**src/rtl/mem_port_arbiter.sv**
```systemverilog
`timescale 1ns/1ps
// mem_port_arbiter
//   Shares one single-port synchronous RAM between the instruction-fetch port
//   (if_*) and the load/store port (dm_*). At most one access is granted per
//   cycle. The data port has priority, but a fetch that has been refused
//   STARVE_MAX cycles in a row is forced through. Read data comes straight
//   from the RAM one cycle after the grant and is steered to its owner with a
//   valid strobe.
//
// Ports
//   clk, rst                  clock, asynchronous active-high reset
//   if_req/if_addr            fetch request and byte address
//   if_gnt                    fetch accepted this cycle (combinational)
//   if_rvalid/if_rdata        fetch response, one cycle after if_gnt
//   dm_req/dm_we/dm_addr      load/store request, direction, byte address
//   dm_wmask/dm_wdata         store byte enables and data
//   dm_gnt                    load/store accepted this cycle (combinational)
//   dm_rvalid/dm_rdata        load response, one cycle after a load grant
//   ram_en/ram_we/ram_addr    RAM command (word address)
//   ram_wmask/ram_wdata       RAM byte enables and write data
//   ram_rdata                 RAM read data, valid the cycle after a read
//   dbg_starve_cnt            current consecutive-denied fetch count
//   dbg_rd_owner              read-tracking state (0 none, 1 fetch, 2 data)
//
// Handshake: a requester raises *_req with its command and holds every
// command input stable until it sees *_gnt high in the same cycle; the
// transfer happens on the rising edge that ends that cycle. There is no
// back-pressure on responses: *_rvalid is a one-cycle strobe.

module mem_port_arbiter #(
    parameter int ADDR_W     = 6,
    parameter int DATA_W     = 32,
    parameter int STARVE_MAX = 3
) (
    input  logic                                 clk,
    input  logic                                 rst,

    input  logic                                 if_req,
    input  logic [31:0]                          if_addr,
    output logic                                 if_gnt,
    output logic                                 if_rvalid,
    output logic [DATA_W-1:0]                    if_rdata,

    input  logic                                 dm_req,
    input  logic                                 dm_we,
    input  logic [31:0]                          dm_addr,
    input  logic [DATA_W/8-1:0]                  dm_wmask,
    input  logic [DATA_W-1:0]                    dm_wdata,
    output logic                                 dm_gnt,
    output logic                                 dm_rvalid,
    output logic [DATA_W-1:0]                    dm_rdata,

    output logic                                 ram_en,
    output logic                                 ram_we,
    output logic [ADDR_W-1:0]                    ram_addr,
    output logic [DATA_W/8-1:0]                  ram_wmask,
    output logic [DATA_W-1:0]                    ram_wdata,
    input  logic [DATA_W-1:0]                    ram_rdata,

    output logic [$clog2(STARVE_MAX+1)-1:0]      dbg_starve_cnt,
    output logic [1:0]                           dbg_rd_owner
);

    localparam int SW = $clog2(STARVE_MAX + 1);
    localparam int MW = DATA_W / 8;
    localparam logic [SW-1:0] STARVE_TOP = SW'(STARVE_MAX);

    typedef enum logic [1:0] {
        OWN_NONE = 2'd0,
        OWN_IF   = 2'd1,
        OWN_DM   = 2'd2
    } rd_owner_e;

    rd_owner_e       rd_owner_q, rd_owner_d;
    logic [SW-1:0]   starve_q, starve_d;
    logic            force_if;

    // Word index only; byte offset and the bits above the RAM range are
    // dropped, so upper addresses alias onto the RAM.
    logic [ADDR_W-1:0] if_word;
    logic [ADDR_W-1:0] dm_word;
    logic              unused_addr_bits;

    assign if_word = if_addr[ADDR_W+1:2];
    assign dm_word = dm_addr[ADDR_W+1:2];
    assign unused_addr_bits = ^{if_addr[31:ADDR_W+2], if_addr[1:0],
                                dm_addr[31:ADDR_W+2], dm_addr[1:0]};

    // Grant: data port wins unless fetch has waited its full budget.
    always_comb begin
        force_if = if_req && (starve_q == STARVE_TOP);
        dm_gnt   = dm_req && !force_if;
        if_gnt   = if_req && !dm_gnt;
    end

    // RAM command from whichever port was granted.
    always_comb begin
        ram_en    = if_gnt || dm_gnt;
        ram_we    = dm_gnt && dm_we;
        ram_addr  = dm_gnt ? dm_word : if_word;
        ram_wmask = ram_we ? dm_wmask : {MW{1'b0}};
        ram_wdata = dm_wdata;
    end

    // Starvation counter and read-owner next state.
    always_comb begin
        starve_d   = starve_q;
        rd_owner_d = OWN_NONE;

        if (if_gnt || !if_req) begin
            starve_d = '0;
        end else if (starve_q != STARVE_TOP) begin
            starve_d = starve_q + 1'b1;
        end

        if (if_gnt) begin
            rd_owner_d = OWN_IF;
        end else if (dm_gnt && !dm_we) begin
            rd_owner_d = OWN_DM;
        end
    end

    always_ff @(posedge clk or posedge rst) begin
        if (rst) begin
            starve_q   <= '0;
            rd_owner_q <= OWN_NONE;
        end else begin
            starve_q   <= starve_d;
            rd_owner_q <= rd_owner_d;
        end
    end

    // Responses come straight off the RAM output; the owner register is
    // what turns the shared read bus into per-port strobes.
    always_comb begin
        if_rvalid = (rd_owner_q == OWN_IF);
        dm_rvalid = (rd_owner_q == OWN_DM);
        if_rdata  = ram_rdata;
        dm_rdata  = ram_rdata;
    end

    assign dbg_starve_cnt = starve_q;
    assign dbg_rd_owner   = rd_owner_q;

endmodule

```
**config.mk**
```make
export PLATFORM = sky130hd
export DESIGN_NAME = mem_port_arbiter
export DESIGN_NICKNAME = d
export VERILOG_FILES = /design/src/rtl/mem_port_arbiter.sv
export SDC_FILE = /design/constraint.sdc
export NUM_CORES = 1
export LEC_CHECK = 0
export CAP_MARGIN = 20
export CORE_AREA = 2 2 99 101
export CTS_BUF_LIST = sky130_fd_sc_hd__clkbuf_2
export DETAILED_ROUTE_END_ITERATION = 10
export DIE_AREA = 0 0 101 103
export SYNTH_ARGS = -nofsm -noshare
export SYNTH_HDL_FRONTEND = slang
export SYNTH_SLANG_ARGS = --single-unit
```
**constraint.sdc**
```tcl
create_clock -name clk -period 1.6 [get_ports clk]
set_input_delay 0.16 -clock clk [delete_from_list [all_inputs] [get_ports clk]]
set_output_delay 0.16 -clock clk [all_outputs]
set_load 0.05 [all_outputs]
```
Yosys cells after proc, flatten, opt, wreduce, memory -nomap -nowiden
Cells that the tools add are included. Widths: inputs -> output; s select.

Input port bits: 137. Register bits: 4. Output and inout port bits: 116. Logic and storage cells: 25.

Muxes and demuxes: 6. $add $sub $neg: 1. Reduce and logical (&&, ||, !) cells: 12. Equal/unequal tests: 4.

Operators by type and width (number): $mux 2 (4); $mux 6 (1); $logic_and 1x1->1 (5); $eq 2x2->1 const B (2); $logic_not 1->1 (4); $mux 4 (1); $add 2x1->2 const B (1); $eq 2x1->1 const B (1); $logic_or 1x1->1 (2); $ne 2x2->1 const B (1); $reduce_bool 2->1 (1).

Depth between registers and ports, before layout
Depth after elaboration: 8. Gate-level depth with buffers: 3. Depth with buffers taken out: 3.

Worst setup path before layout
OpenSTA, ideal clock, no wires.

Path type: reg-to-output. From: reg starve_q[0], in the netlist dbg_starve_cnt[0]. To: out ram_wmask[0]. Buffers on the path: 0. Slack: -832 ps. Stages on the path, launching flop included: 4. Data required time: 1440 ps. Arrival: 2272 ps. Path through: dfrtp_1 ha_1 and2_1 nor3b_1.

Longest elaborated chain between the ends: 6.

RTL lines: start: declaration (line 75) `logic [SW-1:0] starve_q, starve_d;`; start signal: assignment (line 128) `starve_q <= starve_d;`; $eq 2x2->1 (line 91) `force_if = if_req && (starve_q == STARVE_TOP);`; $logic_and 1x1->1 (line 91); $logic_not 1->1 (line 92) `dm_gnt = dm_req && !force_if;`; $logic_and 1x1->1 (line 92); $logic_and 1x1->1 (line 99) `ram_we = dm_gnt && dm_we;`; $mux 4 (line 101) `ram_wmask = ram_we ? dm_wmask : {MW{1'b0}};`; end: declaration (line 56) `output logic [DATA_W/8-1:0] ram_wmask,`.

Every way passes these cells.

Final worst setup path
From: reg starve_q[0], in the netlist dbg_starve_cnt[0]. To: out ram_addr[4].

Longest elaborated chain between the ends: 5.

RTL lines: $eq 2x2->1 (line 91); $logic_and 1x1->1 (line 91); $logic_not 1->1 (line 92); $logic_and 1x1->1 (line 92); $mux 6 (line 100) `ram_addr = dm_gnt ? dm_word : if_word;`; end: declaration (line 55) `output logic [ADDR_W-1:0] ram_addr,`.

Every way passes these cells.

==> qor.txt <==
worst hold path type: primary input to async pin
vias in the first global route: 483
Total GRT Usage: 2.929%
crit path setup slack, layout: -147.9 ps
DIE HEIGHT: 103 um
Power per Cell Area: 500.4 nW/um^2
CTS tree: yes
simple-gate portion of the synthesized area: 8.568%
Fmax: 572.1 MHz
FF+latch count, synth: 4
post-route cell area: 1076 um^2
Clock Root Buffer: clkbuf_2
WL met3: 257 um
Worst path slowest cell: dfrtp_2
Critical Path, Cell by Cell: ha_4, a21boi_4, buf_12, mux2_4, buf_8
worst slew pin tran: 264.0 ps
layout cell share with drive strength beyond 1: 62.34%
grt ovf: 0
Initial DRT Pass Iterations: 2
Nets: 216
Max Used Layer: met4
Detailed Route WL: 1751 um
Post-Route Setup TNS: -1063 ps
largest net degree at the start of global routing: 9
adder-cell share of the synthesized area: 1.224%
final setup fails: 10
Tcrit/Tclk final: 109.2%
via count: 463
Crit path required time: 1440 ps
syn nets: 262
Seq/Total Area, Yosys: 9.792%
CP max FO: 8
wl on met1: 437 um
Pwr Total: 538.5 uW
Netlist Area Pre-Place: 1022 um^2
XOR/XNOR Fraction of Synth Area: 0%
Arr. time, crit path: 1590 ps
Final Max Slew Viols: 0
TritonCTS Buffers: 3
I/O pin count: 253
CORE AREA: 9459 um^2
clock latency on the worst-skew pair: 230 ps
Crit. End Element: output pin
RD Place Congestion: 0.6420
Clock Pin Slew Worst Setup and Hold Paths: 60 ps
H-tree depth: 1
status: finished with violations
post-route minimum period: 1748 ps
critical path's largest stage delay: 420 ps
Filler cells: 1,085
Synth Area in Compound Gates: 2.570%
peak supply drop: 0.1406 mV
# diodes: 0
Worst slew margin: 82.34%
crit path kind: register to output pin
clock sinks: 4
Max clock buf depth: 2
DR WL/cell: 9.168 um
yosys warns: 0
final core utilization: 11.38%
Max-Cap Viols: 0
Clock Skews: 15.52 ps
Syn Inst Count: 124
DP Wirelength: 1412 um
final hold vios: 0
die area: 10,400 um^2
RSZ-0062 raised after global routing: yes
area post-placement: 991.0 um^2
Die Wd: 101 um
PortBufs: 40
DRC Markers: 0
first-pass GRT wire length: 2394 um
antenna violations before repair: 0
multiplexer share of the synthesized area: 6.610%
initial DRC count: 11
Area Overhead vs Synth: 5.263%
row cnt: 36
Antenna Nets Post-Route: 0
Avg Vias per Cell: 2.424
largest family of logic cells by synthesized area: buffers and inverters
type of origin of the critical path: register
distinct cell type count after synthesis: 15
violated checks: setup timing
Hold Buf Count CTS: 0
Starting Density: 10.81%
mean post-synth cell area: 8.244 um^2
Pleak: 0.0004271 uW
metal2 WL: 854 um
==> worst max-delay path, delay by kind of cell, from the launching register on <==
| kind | cells | cell delay (ps) |
|---|---|---|
| compound gates | 1 | 150 |
| fa+ha+maj | 1 | 180 |
| buf+inv | 2 | 290 |
| flops | 1 | 420 |
| mux | 1 | 310 |
==> Yosys cell counts <==
cell type / number / share of area (%)
a21boi_0: 1 / 0.73
a21boi_4: 1 / 1.8
or2_2: 1 / 0.61
and4_1: 1 / 0.86
nor3b_1: 4 / 2.9
nor2b_1: 3 / 1.8
inv_1: 2 / 0.73
nor2_1: 1 / 0.37
ha_1: 1 / 1.2
buf_4: 96 / 71
and2_1: 1 / 0.61
dfrtp_1: 4 / 9.8
nor4bb_1: 1 / 0.98
mux2_2: 6 / 6.6
nand2_1: 1 / 0.37
==> layer usage <==
layer | track usage, % | vias up
met5 | 0 | -
met4 | 5.198 | 0
met3 | 1.356 | 38
met2 | 3.846 | 32
met1 | 2.507 | 196
li1 | - | 197
==> cell families (layout without fill, tap and decap cells) <==
kind of cell    after synthesis  in the layout
compound gates                2              2
fa+ha+maj                     1              1
buf+inv                      98             51
flops                         4              4
mux                           6              6
simple gates                 13             13
==> report_power, final <==
| group | internal (uW) | switching (uW) | leakage (uW) |
|---|---|---|---|
| combinational | 155 | 158 | 0.000361 |
| clock | 65.8 | 48.4 | 0.0000166 |
| sequential | 107 | 4.18 | 0.0000496 |
==> registers in the layout, summed over array words and instances, names as in the netlist <==
name and flops:
dbg_starve_cnt 2, dbg_rd_owner 2
==> stage by stage <==
| stage | hold slack, ps | cells | worst slack [ps] |
|---|---|---|---|
| 6_report | 110.4 | 191 | -147.9 |
| 5_1_grt | 110.0 | 191 | -216.6 |
| 4_1_cts | 106.8 | 191 | -167.1 |
| 3_5_place_dp | 320.3 | 184 | -78.40 |
| 3_3_place_gp | 320.3 | 184 | -66.54 |
| 2_1_floorplan | -74.05 | 124 | -224.7 |
==> area by class of cell <==
type	instances	area (um^2)	area share [%]
repair buffers	45	514.2	47.79
multi-input cells	22	289.0	26.86
well taps	114	142.6	13.26
flip-flops and latches	4	102.6	9.535
clock buffers	4	20.02	1.860
inverters	2	7.507	0.6977
==> path summary, 6_finish.rpt <==
check / depth (start not counted) / endpoint / slack, ps / start
worst max-delay path: 5 / ram_addr[4] / -150 / dbg_starve_cnt[0]
worst min-delay path: 2 / dbg_starve_cnt[0] / 110 / rst
worst max register to register: 4 / dbg_rd_owner[1] / 440 / dbg_starve_cnt[0]
worst min register to register: 2 / dbg_starve_cnt[0] / 580 / dbg_starve_cnt[0]
max in group asynchronous: 2 / dbg_rd_owner[0] / 1320 / rst
min in group clk: 0 / ram_wdata[4] / 320 / dm_wdata[4]
==> what timing repair did <==
| action | in CTS | in global routing |
|---|---|---|
| resized for setup | 11 | 0 |
| endpoints found under the setup margin | 11 | 11 |
| endpoints found under the hold margin | 0 | 0 |
| pin swaps | 3 | 0 |
| buffers inserted | 3 | 0 |
==> cells in the final DEF (no fill, tap or decap), drive strengths merged <==
cell type      netlist  routed
mux2                 6       6
nor2b                3       3
nor3b                4       4
inv                  2       2
clkdlybuf4s50        0      20
clkbuf               0       4
a21boi               2       2
nand2                1       1
ha                   1       1
buf                 96      25
and2                 1       1
and4                 1       1
or2                  1       1
dfrtp                4       4
nor2                 1       1
nor4bb               1       1
(Power assumes the default switching activity.)
